--- src/rtl/usbpd_rx_decoder.sv ---
`default_nettype none
// ============================================================================
// Module   : usbpd_rx_decoder
// Brief    : USB-PD receive framer: ordered-set hunt, 4b5b decode, EOP, CRC32.
// Revision : 1.0 - initial release
// ============================================================================
module usbpd_rx_decoder #(
    parameter int MAX_BYTE = 34
) (
    input  logic       clk,
    input  logic       srstz,
    input  logic       bit_vld,
    input  logic       bit_dat,
    input  logic       line_idle,
    output logic       sop_vld,
    output logic [2:0] sop_typ,
    output logic       byte_vld,
    output logic [7:0] byte_dat,
    output logic       pkt_end,
    output logic       crc_ok,
    output logic [5:0] byte_cnt,
    output logic       err_vld,
    output logic [1:0] err_cod
);
    localparam logic [4:0]  C_SY1 = 5'h18;
    localparam logic [4:0]  C_SY2 = 5'h11;
    localparam logic [4:0]  C_SY3 = 5'h06;
    localparam logic [4:0]  C_RS1 = 5'h07;
    localparam logic [4:0]  C_RS2 = 5'h19;
    localparam logic [4:0]  C_EOP = 5'h0D;
    // First symbol on the wire sits in the low five bits of each pattern.
    localparam logic [19:0] C_PAT_SOP  = {C_SY2, C_SY1, C_SY1, C_SY1};
    localparam logic [19:0] C_PAT_SOP1 = {C_SY3, C_SY3, C_SY1, C_SY1};
    localparam logic [19:0] C_PAT_SOP2 = {C_SY3, C_SY1, C_SY3, C_SY1};
    localparam logic [19:0] C_PAT_HRST = {C_RS2, C_RS1, C_RS1, C_RS1};
    localparam logic [19:0] C_PAT_CRST = {C_SY3, C_RS1, C_SY1, C_RS1};
    localparam logic [31:0] C_CRC_POLY = 32'hEDB88320;
    // Residual of the reflected register; bit-reversed it reads C704DD7B.
    localparam logic [31:0] C_CRC_RES  = 32'hDEBB20E3;
    localparam logic [5:0]  C_MAX_BYTE = 6'(MAX_BYTE);
    localparam logic [5:0]  C_MIN_BYTE = 6'd6;

    typedef enum logic [0:0] {
        ST_HUNT = 1'b0,
        ST_DATA = 1'b1
    } state_t;

    function automatic logic [2:0] f_score(input logic [19:0] win, input logic [19:0] pat);
        logic [2:0] n;
        n = 3'd0;
        for (int k = 0; k < 4; k++)
            if (win[5*k +: 5] == pat[5*k +: 5]) n = n + 3'd1;
        return n;
    endfunction

    // Returns {valid, nibble}.
    function automatic logic [4:0] f_dec(input logic [4:0] sym);
        logic [4:0] r;
        case (sym)
            5'h1E: r = 5'h10;  5'h09: r = 5'h11;  5'h14: r = 5'h12;  5'h15: r = 5'h13;
            5'h0A: r = 5'h14;  5'h0B: r = 5'h15;  5'h0E: r = 5'h16;  5'h0F: r = 5'h17;
            5'h12: r = 5'h18;  5'h13: r = 5'h19;  5'h16: r = 5'h1A;  5'h17: r = 5'h1B;
            5'h1A: r = 5'h1C;  5'h1B: r = 5'h1D;  5'h1C: r = 5'h1E;  5'h1D: r = 5'h1F;
            default: r = 5'h00;
        endcase
        return r;
    endfunction

    function automatic logic [31:0] f_crc4(input logic [31:0] crc, input logic [3:0] nib);
        logic [31:0] c;
        c = crc;
        for (int k = 0; k < 4; k++)
            c = (c >> 1) ^ (((c[0] ^ nib[k]) == 1'b1) ? C_CRC_POLY : 32'h0);
        return c;
    endfunction

    state_t      state_q, state_d;
    logic [19:0] sr_q, sr_d;
    logic [2:0]  ph_q, ph_d;
    logic [31:0] crc_q, crc_d;
    logic        odd_q, odd_d;
    logic [3:0]  lo_q, lo_d;
    logic [5:0]  cnt_q, cnt_d;
    logic        sop_vld_q, sop_vld_d;
    logic [2:0]  sop_typ_q, sop_typ_d;
    logic        byte_vld_q, byte_vld_d;
    logic [7:0]  byte_dat_q, byte_dat_d;
    logic        pkt_end_q, pkt_end_d;
    logic        crc_ok_q, crc_ok_d;
    logic [5:0]  byte_cnt_q, byte_cnt_d;
    logic        err_vld_q, err_vld_d;
    logic [1:0]  err_cod_q, err_cod_d;

    logic [19:0] w_win;
    logic [4:0]  w_sym;
    logic [4:0]  w_dec;
    logic        w_hit;
    logic [2:0]  w_typ;

    assign w_win = {bit_dat, sr_q[19:1]};
    assign w_sym = w_win[19:15];
    assign w_dec = f_dec(w_sym);

    // Earlier entries take priority when two patterns both reach 3 of 4.
    always_comb begin
        w_hit = 1'b1;
        w_typ = 3'd0;
        if (f_score(w_win, C_PAT_SOP) >= 3'd3)       w_typ = 3'd0;
        else if (f_score(w_win, C_PAT_SOP1) >= 3'd3) w_typ = 3'd1;
        else if (f_score(w_win, C_PAT_SOP2) >= 3'd3) w_typ = 3'd2;
        else if (f_score(w_win, C_PAT_HRST) >= 3'd3) w_typ = 3'd3;
        else if (f_score(w_win, C_PAT_CRST) >= 3'd3) w_typ = 3'd4;
        else                                         w_hit = 1'b0;
    end

    always_comb begin
        state_d    = state_q;
        sr_d       = sr_q;
        ph_d       = ph_q;
        crc_d      = crc_q;
        odd_d      = odd_q;
        lo_d       = lo_q;
        cnt_d      = cnt_q;
        sop_vld_d  = 1'b0;
        sop_typ_d  = sop_typ_q;
        byte_vld_d = 1'b0;
        byte_dat_d = byte_dat_q;
        pkt_end_d  = 1'b0;
        crc_ok_d   = crc_ok_q;
        byte_cnt_d = byte_cnt_q;
        err_vld_d  = 1'b0;
        err_cod_d  = err_cod_q;

        if (bit_vld) sr_d = w_win;

        case (state_q)
            ST_HUNT: begin
                if (bit_vld && w_hit) begin
                    sop_vld_d = 1'b1;
                    sop_typ_d = w_typ;
                    if (w_typ <= 3'd2) begin
                        state_d = ST_DATA;
                        ph_d    = 3'd0;
                        crc_d   = 32'hFFFFFFFF;
                        odd_d   = 1'b0;
                        cnt_d   = 6'd0;
                    end
                end
            end
            ST_DATA: begin
                if (line_idle) begin
                    err_vld_d = 1'b1;
                    err_cod_d = 2'd2;
                    state_d   = ST_HUNT;
                end else if (bit_vld) begin
                    if (ph_q != 3'd4) begin
                        ph_d = ph_q + 3'd1;
                    end else begin
                        ph_d = 3'd0;
                        if (w_dec[4]) begin
                            crc_d = f_crc4(crc_q, w_dec[3:0]);
                            if (!odd_q) begin
                                lo_d  = w_dec[3:0];
                                odd_d = 1'b1;
                            end else if (cnt_q >= C_MAX_BYTE) begin
                                err_vld_d = 1'b1;
                                err_cod_d = 2'd3;
                                state_d   = ST_HUNT;
                            end else begin
                                byte_vld_d = 1'b1;
                                byte_dat_d = {w_dec[3:0], lo_q};
                                cnt_d      = cnt_q + 6'd1;
                                odd_d      = 1'b0;
                            end
                        end else if (w_sym == C_EOP) begin
                            pkt_end_d  = 1'b1;
                            crc_ok_d   = !odd_q && (cnt_q >= C_MIN_BYTE) && (crc_q == C_CRC_RES);
                            byte_cnt_d = cnt_q;
                            state_d    = ST_HUNT;
                        end else begin
                            err_vld_d = 1'b1;
                            err_cod_d = 2'd1;
                            state_d   = ST_HUNT;
                        end
                    end
                end
            end
            default: state_d = ST_HUNT;
        endcase
    end

    always_ff @(posedge clk) begin
        if (!srstz) begin
            state_q    <= ST_HUNT;
            sr_q       <= '0;
            ph_q       <= '0;
            crc_q      <= '0;
            odd_q      <= 1'b0;
            lo_q       <= '0;
            cnt_q      <= '0;
            sop_vld_q  <= 1'b0;
            sop_typ_q  <= '0;
            byte_vld_q <= 1'b0;
            byte_dat_q <= '0;
            pkt_end_q  <= 1'b0;
            crc_ok_q   <= 1'b0;
            byte_cnt_q <= '0;
            err_vld_q  <= 1'b0;
            err_cod_q  <= '0;
        end else begin
            state_q    <= state_d;
            sr_q       <= sr_d;
            ph_q       <= ph_d;
            crc_q      <= crc_d;
            odd_q      <= odd_d;
            lo_q       <= lo_d;
            cnt_q      <= cnt_d;
            sop_vld_q  <= sop_vld_d;
            sop_typ_q  <= sop_typ_d;
            byte_vld_q <= byte_vld_d;
            byte_dat_q <= byte_dat_d;
            pkt_end_q  <= pkt_end_d;
            crc_ok_q   <= crc_ok_d;
            byte_cnt_q <= byte_cnt_d;
            err_vld_q  <= err_vld_d;
            err_cod_q  <= err_cod_d;
        end
    end

    assign sop_vld  = sop_vld_q;
    assign sop_typ  = sop_typ_q;
    assign byte_vld = byte_vld_q;
    assign byte_dat = byte_dat_q;
    assign pkt_end  = pkt_end_q;
    assign crc_ok   = crc_ok_q;
    assign byte_cnt = byte_cnt_q;
    assign err_vld  = err_vld_q;
    assign err_cod  = err_cod_q;

endmodule
`default_nettype wire
--- config.mk ---
export PLATFORM = sky130hd
export DESIGN_NAME = usbpd_rx_decoder
export DESIGN_NICKNAME = d
export VERILOG_FILES = /design/src/rtl/usbpd_rx_decoder.sv
export SDC_FILE = /design/constraint.sdc
export NUM_CORES = 1
export LEC_CHECK = 0
export BUFFER_PORTS_ARGS = -buffer_cell sky130_fd_sc_hd__buf_2
export CAP_MARGIN = 20
export CORE_MARGIN = 2
export CORE_UTILIZATION = 50
export CTS_BUF_LIST = sky130_fd_sc_hd__clkbuf_2
export CTS_CLUSTER_DIAMETER = 50
export DETAILED_ROUTE_END_ITERATION = 10
export HOLD_SLACK_MARGIN = 0.12
export PLACE_DENSITY = 0.66
export SYNTH_ARGS = -nofsm -noshare
export SYNTH_HDL_FRONTEND = slang
export SYNTH_SLANG_ARGS = --single-unit
--- constraint.sdc ---
create_clock -name clk -period 3.4 [get_ports clk]
set_input_delay 0.68 -clock clk [delete_from_list [all_inputs] [get_ports clk]]
set_output_delay 0.68 -clock clk [all_outputs]
set_load 0.05 [all_outputs]
==> metrics.txt, run 1 <==
run status=complete, but fails checks; failing checks=setup timing; TritonCTS clock tree=built; pre-CTS WS=-0.107 ns; drt drc=0; fin. max-slew vios=0; ys async rst share=0; Post-Place Cells=just under 700; prevailing post-synth register cell=dfxtp_1; Yosys reg bits=90; worst path cell trace=or4_4, inv_4, ha_4, buf_4, o21ai_2, nand2_2, ha_4, nor2_4, o31ai_2, o21ai_1, o32a_1, a41o_4, or4_4, a21oi_2; area growth from synthesis to layout=18.8%; Critical Path AT=~4.0 ns; port bufs=28; Worst Path Max Fanout=5; Net Count, Synth=between 500 and 600; CP Capture Type=register; reg2reg path depth=14; hold buffer count at cts=0; Skew-Pair Late Insertion Delay=approximately 0.56 ns; CTS Buffer Depth=2; slew margin rel.=0.473; gr ovfl total=0; clk sinks=90; # fillers=860; max incr delay on CP=0.55 ns; WL per Instance=roughly 16 um; routed wl met2=about 4900 um; DP Wirelength=7770 um; Root Buffer=clkbuf_2; reg2reg setup slack=-0.08 ns; worst hold path depth=2; hold endpoint=sop_typ[0]$_SDFFE_PN0P_; reg2reg start=sr_q[6]$_SDFFE_PN0P_; H-tree depth=3; Critical-path top delay cell=or4_4; fin crit period=roughly 3.5 ns; post-synthesis simple-gate area fraction=0.191; worst slew pin tran=~0.79 ns; drt first-iter violations=284; Die H=102 um; initial core utilization=0.519; fin worst setup slack=-0.0837 ns; met3 routed WL=approximately 430 um; clk_skew=about 0.057 ns; num rows=35; Synthesis Warnings=0; pin count of the biggest net entering global routing=47; Reg clk slew, reported paths=0.26 ns; I/O Pins=29; die area=0.0104 mm2; post-synthesis sequential area ratio=0.374; antenna violations before repair=0; area of the mapped netlist=0.00482 mm2; n_diodes=0; Post-Synthesis Cells=533; Total GRT Usage=0.221; Die X=between 100 and 150 um; final setup vio count=23; Metal-1 WL=between 5000 and 6000 um; HP Start=sop_typ[0]$_SDFFE_PN0P_; compound-cell area share of the yosys netlist=0.182; DR top layer=met4; final wirelength=~11000 um; Power Density=297 mW/mm2; worst min path class=reg2reg; Nets=610; mux cell area share after synthesis=0.0790; startpoint type of the worst setup path=register; share of cells above drive strength 1=0.259; Synth cell types=between 60 and 70; largest family of logic cells by synthesized area=simple AND/OR/NAND/NOR gates; adder-cell area share of the yosys netlist=0.0519; fin crit share=1.02; Setup CP Type=reg2reg; FF-to-FF End=cnt_q[4]$_SDFFE_PN0P_; DR vias/cell=between 5 and 6; Core Area=between 0.009 and 0.01 mm2; most common cell after layout, fill and taps aside=dfxtp_1; Worst IR Drop VDD=0.000280 V; final std cells w/o fill=roughly 720; gpl congestion=a little under 0.9; XOR/XNOR share of the synthesized area=0.0761; Mean Syn Cell Area=~9.0 um2; EDFF count, synth=0; RSZ-0062 raised after global routing=true; Final Hold Violating Endpoints=0; Req. time, crit path=~3.9 ns; Setup TNS Final=-0.548 ns; CTS Buf Count=9; vias in the first global route=3736; LEAKAGE=2.32 nW; first-pass GRT wire length=18400 um; 1st-pass router iterations=4; MaxCap Viol Count=0; Achievable Freq=287 MHz; ANT nets after route=0; most frequent cells in the layout=dfxtp_1 (85), nor2_1 (63), buf_4 (39), mux2i_1 (38); vias=a little over 4000
## critical path: cells and delay by family, from the launching register on
kind | cells | cell delay (ns)
AOI/OAI and AO/OA | 6 | 1.11
adders and majority gates | 2 | 0.49
buffers and inverters | 2 | 0.23
DFF | 1 | 0.38
and+or+nand+nor | 4 | 1.19
## power by group
group,switching [mW],total (mW),internal [mW]
registers,0.00414,1.06,1.06
clock network,0.385,0.567,0.182
logic,0.0466,0.0699,0.0233
## per-stage QoR
stage,utilization,hold slack (ns),area (um2),total power [mW]
6_report,0.616,0.469,5720,1.70
5_1_grt,0.616,0.493,5720,1.77
4_1_cts,0.600,0.462,5570,1.71
3_5_place_dp,0.579,0.450,5380,1.15
3_3_place_gp,0.579,0.446,5380,1.15
2_1_floorplan,-,0.444,4950,1.14
## per-layer routing
| metal | track usage | vias to the layer above |
|---|---|---|
| li1 | - | 2057 |
| met1 | 0.339 | 1969 |
| met4 | 0.0810 | 0 |
| met3 | 0.0294 | 14 |
| met5 | 0 | - |
| met2 | 0.316 | 89 |
## flip-flops by register name (all words and copies together) (netlist names), 2 cells and up
register and count:
crc_q 32, sr_q 19, byte_dat 8, byte_cnt 6, cnt_q 6, lo_q 4
ph_q 3, sop_typ 3, err_cod 2
## how the worst max path moves through the flow
stage	from	slack, ns	cells after the start	endpoint
after floorplan	sr_q[6]$_SDFFE_PN0P_	-0.06	16	cnt_q[2]$_SDFFE_PN0P_
final	sr_q[6]$_SDFFE_PN0P_	-0.08	14	cnt_q[4]$_SDFFE_PN0P_
after global placement	sr_q[12]$_SDFFE_PN0P_	-0.004	13	crc_q[3]$_SDFFE_PN0P_
after global routing	sr_q[6]$_SDFFE_PN0P_	-0.19	14	cnt_q[4]$_SDFFE_PN0P_
after CTS	sr_q[12]$_SDFFE_PN0P_	0.008	13	crc_q[0]$_SDFFE_PN0P_
after detailed placement	sr_q[10]$_SDFFE_PN0P_	-0.11	14	cnt_q[3]$_SDFFE_PN0P_
## cells by family (layout without fill, tap and decap cells)
| kind of cell | count (synthesis) | count (layout) |
|---|---|---|
| adders and majority gates | 20 | 20 |
| DFF | 90 | 90 |
| and+or+nand+nor | 179 | 179 |
| AOI/OAI and AO/OA | 111 | 112 |
| xor gates and xnor gates | 41 | 41 |
| muxes | 38 | 38 |
| buffers and inverters | 54 | 110 |
## cell usage after synthesis (3+ instances only)
master / number / area (um2)
nor4_1: 9 / 56.3
a21oi_1: 24 / 120
nor3_1: 10 / 50.1
or3_1: 5 / 31.3
o211ai_1: 3 / 22.5
and3_1: 4 / 25.0
buf_1: 3 / 11.3
a211oi_1: 4 / 30.0
buf_2: 4 / 20.0
xnor2_1: 28 / 245
o221a_2: 25 / 282
o211a_1: 7 / 70.1
or4_1: 6 / 45.0
o31ai_1: 6 / 45.0
mux2i_1: 38 / 380
xor2_1: 12 / 105
nand3_1: 9 / 45.0
inv_1: 22 / 82.6
nand4_1: 5 / 31.3
clkbuf_1: 22 / 82.6
nor2_1: 65 / 244
nand2_1: 29 / 109
ha_1: 20 / 250
o21ai_0: 18 / 90.1
nand2b_1: 10 / 62.6
dfxtp_1: 90 / 1800
nor2b_1: 4 / 25.0
## cell type report
cell class	instances	area, um2	share of cell area
repair buffers	71	509	0.0890
multi-input cells	390	3030	0.529
well taps	129	161	0.0282
flip-flops and latches	90	1810	0.317
clock inverters	6	71.3	0.0125
inverters	23	88.8	0.0155
clock buffers	10	50.0	0.00875
## what timing repair did
item                       4_1_cts  5_1_grt
cloned                           1        2
buffers inserted                 2        5
pin swaps                        6       11
setup endpoints to repair       39       45
gates resized for setup         13       21
Power figures use the tool's default switching activity.
==> run 2: changes to the inputs <==
PLACE_DENSITY = 0.77   (was 0.66)
SKIP_CTS_REPAIR_TIMING = 1   (was unset)
==> metrics.txt, run 2 (same netlist as run 1, synthesis figures left out) <==
drt first-iter violations=287 (was 284); Core Area=0.00928 mm2 (unchanged); port bufs=28 (unchanged); Critical Path AT=3.89 ns (was 3.95 ns); Overall Power=1.74 mW (was 1.70 mW); CTS Buffer Depth=2 (unchanged); max incr delay on CP=0.52 ns (was 0.55 ns); Die X=102 um (unchanged); pin count of the biggest net entering global routing=47 (unchanged); first-pass GRT wire length=18100 um (was 18400 um); Worst path depth=14 (unchanged); Nets=613 (was 610); max reg flops=32 (unchanged); fin crit share=0.996 (was 1.02); Root Buffer=clkbuf_2 (unchanged); final wirelength=11700 um (was 11400 um); Worst IR Drop VDD=0.000188 V (was 0.000280 V); slew margin rel.=0.477 (was 0.473); vias=4204 (was 4129); num rows=35 (unchanged); DP Wirelength=7880 um (was 7770 um); RSZ-0062 raised after global routing=true (unchanged); LEAKAGE=2.34 nW (was 2.32 nW); register area=0.00181 mm2 (unchanged); Total GRT Usage=0.216 (was 0.221); final setup vio count=0 (was 23); ANT nets after route=0 (unchanged); startpoint type of the worst setup path=register (unchanged); Critical-path top delay cell=or4_1 (was or4_4); initial core utilization=0.519 (unchanged); most common cell after layout, fill and taps aside=dfxtp_1 (unchanged); MaxCap Viol Count=0 (unchanged); DR vias/cell=5.82 (was 5.74); worst min path class=reg2reg (unchanged); placed cell areas=0.00539 mm2 (was 0.00538 mm2); gpl congestion=0.874 (was 0.882); # fillers=737 (was 860); clk sinks=90 (unchanged); worst hold path depth=2 (unchanged); fin worst setup slack=0.0131 ns (was -0.0837 ns); Final Hold Violating Endpoints=0 (unchanged); Largest Register=crc_q (unchanged); drt drc=0 (unchanged); antenna violations before repair=0 (unchanged); Die H=102 um (unchanged); final instance area=0.00582 mm2 (was 0.00572 mm2); Final Util=0.627 (was 0.616); Req. time, crit path=3.90 ns (was 3.87 ns); fin crit period=3.39 ns (was 3.48 ns); most frequent cells in the layout=dfxtp_1 (85), nor2_1 (62), buf_4 (43), mux2i_1 (38) (was dfxtp_1 (85), nor2_1 (63), buf_4 (39), mux2i_1 (38)); worst slew pin tran=0.779 ns (was 0.789 ns); worst path cell trace=nor2_2, nand3_1, or2_4, inv_2, ha_4, xnor2_1, ha_1, nor2_1, nor4_1, a311oi_1, or3_4, a41o_4, or4_1, a21oi_1 (was or4_4, inv_4, ha_4, buf_4, o21ai_2, nand2_2, ha_4, nor2_4, o31ai_2, o21ai_1, o32a_1, a41o_4, or4_4, a21oi_2); share of cells above drive strength 1=0.272 (was 0.259); fin. max-slew vios=0 (unchanged); delay-heaviest family, CP=simple AND/OR/NAND/NOR gates (unchanged); gr ovfl total=0 (unchanged); die area=0.0104 mm2 (unchanged); reg2reg path depth=14 (unchanged); CP Capture Type=register (unchanged); TritonCTS clock tree=built (unchanged); Achievable Freq=295 MHz (was 287 MHz); Worst Path Max Fanout=4 (was 5); clk_skew=0.0394 ns (was 0.0566 ns); 1st-pass router iterations=4 (unchanged); Setup TNS Final=0 ns (was -0.548 ns); H-tree depth=3 (unchanged); n_diodes=0 (unchanged); area growth from synthesis to layout=20.9% (was 18.8%); Multi-input gate area=0.00310 mm2 (was 0.00303 mm2); run status=finished clean (was complete, but fails checks); Reg clk slew, reported paths=0.27 ns (was 0.26 ns); I/O Pins=29 (unchanged); CTS Buf Count=9 (unchanged); pre-CTS WS=-0.120 ns (was -0.107 ns); WL per Instance=16.2 um (was 15.8 um); Power Density=298 mW/mm2 (was 297 mW/mm2); vias in the first global route=3715 (was 3736); Setup CP Type=reg2reg (unchanged); Critical path buffers and inverters=1 (was 2); Skew-Pair Late Insertion Delay=0.55 ns (was 0.56 ns)
## run 2: power by group
part	switching (mW)	leakage, nW	internal [mW]
clock	0.411	0.0822	0.192
combinational	0.0470	1.53	0.0231
sequential	0.00407	0.728	1.06
## run 2: area by class of cell
cell class | instances | share of cell area
Clock inverter | 7 | 0.0159
Sequential cell | 90 | 0.311
Clock buffer | 9 | 0.00774
Tap cell | 129 | 0.0277
Multi-Input combinational cell | 390 | 0.533
Inverter | 23 | 0.0153
Timing Repair Buffer | 74 | 0.0892
## run 2: layer usage
metal	wire length (um)	global-route usage	vias to the layer above	share of wire
met3	506	0.0342	18	0.043
met1	5660	0.318	2016	0.48
li1	-	-	2050	-
met4	217	0.0708	0	0.019
met2	5310	0.321	120	0.45
met5	0	0	-	0
## run 2: tightest hold or removal path, delay by kind of cell (launching register included)
kind | cells | cell delay (ns)
DFF | 1 | 0.37
muxes | 1 | 0.06
and+or+nand+nor | 1 | 0.05
## run 2: per-stage QoR
step | instances | hold WS (ns)
after floorplan | 533 | 0.444
after global placement | 695 | 0.449
after detailed placement | 695 | 0.453
after CTS | 711 | 0.445
after global routing | 722 | 0.457
final | 722 | 0.487
## run 2: path summary, 6_finish.rpt
| path | from | end | slack, ns |
|---|---|---|---|
| max | sr_q[9]$_SDFFE_PN0P_ | cnt_q[5]$_SDFFE_PN0P_ | 0.01 |
| max reg2reg | sr_q[9]$_SDFFE_PN0P_ | cnt_q[5]$_SDFFE_PN0P_ | 0.01 |
| min reg2reg | sop_typ[0]$_SDFFE_PN0P_ | sop_typ[0]$_SDFFE_PN0P_ | 0.49 |
| min | sop_typ[0]$_SDFFE_PN0P_ | sop_typ[0]$_SDFFE_PN0P_ | 0.49 |
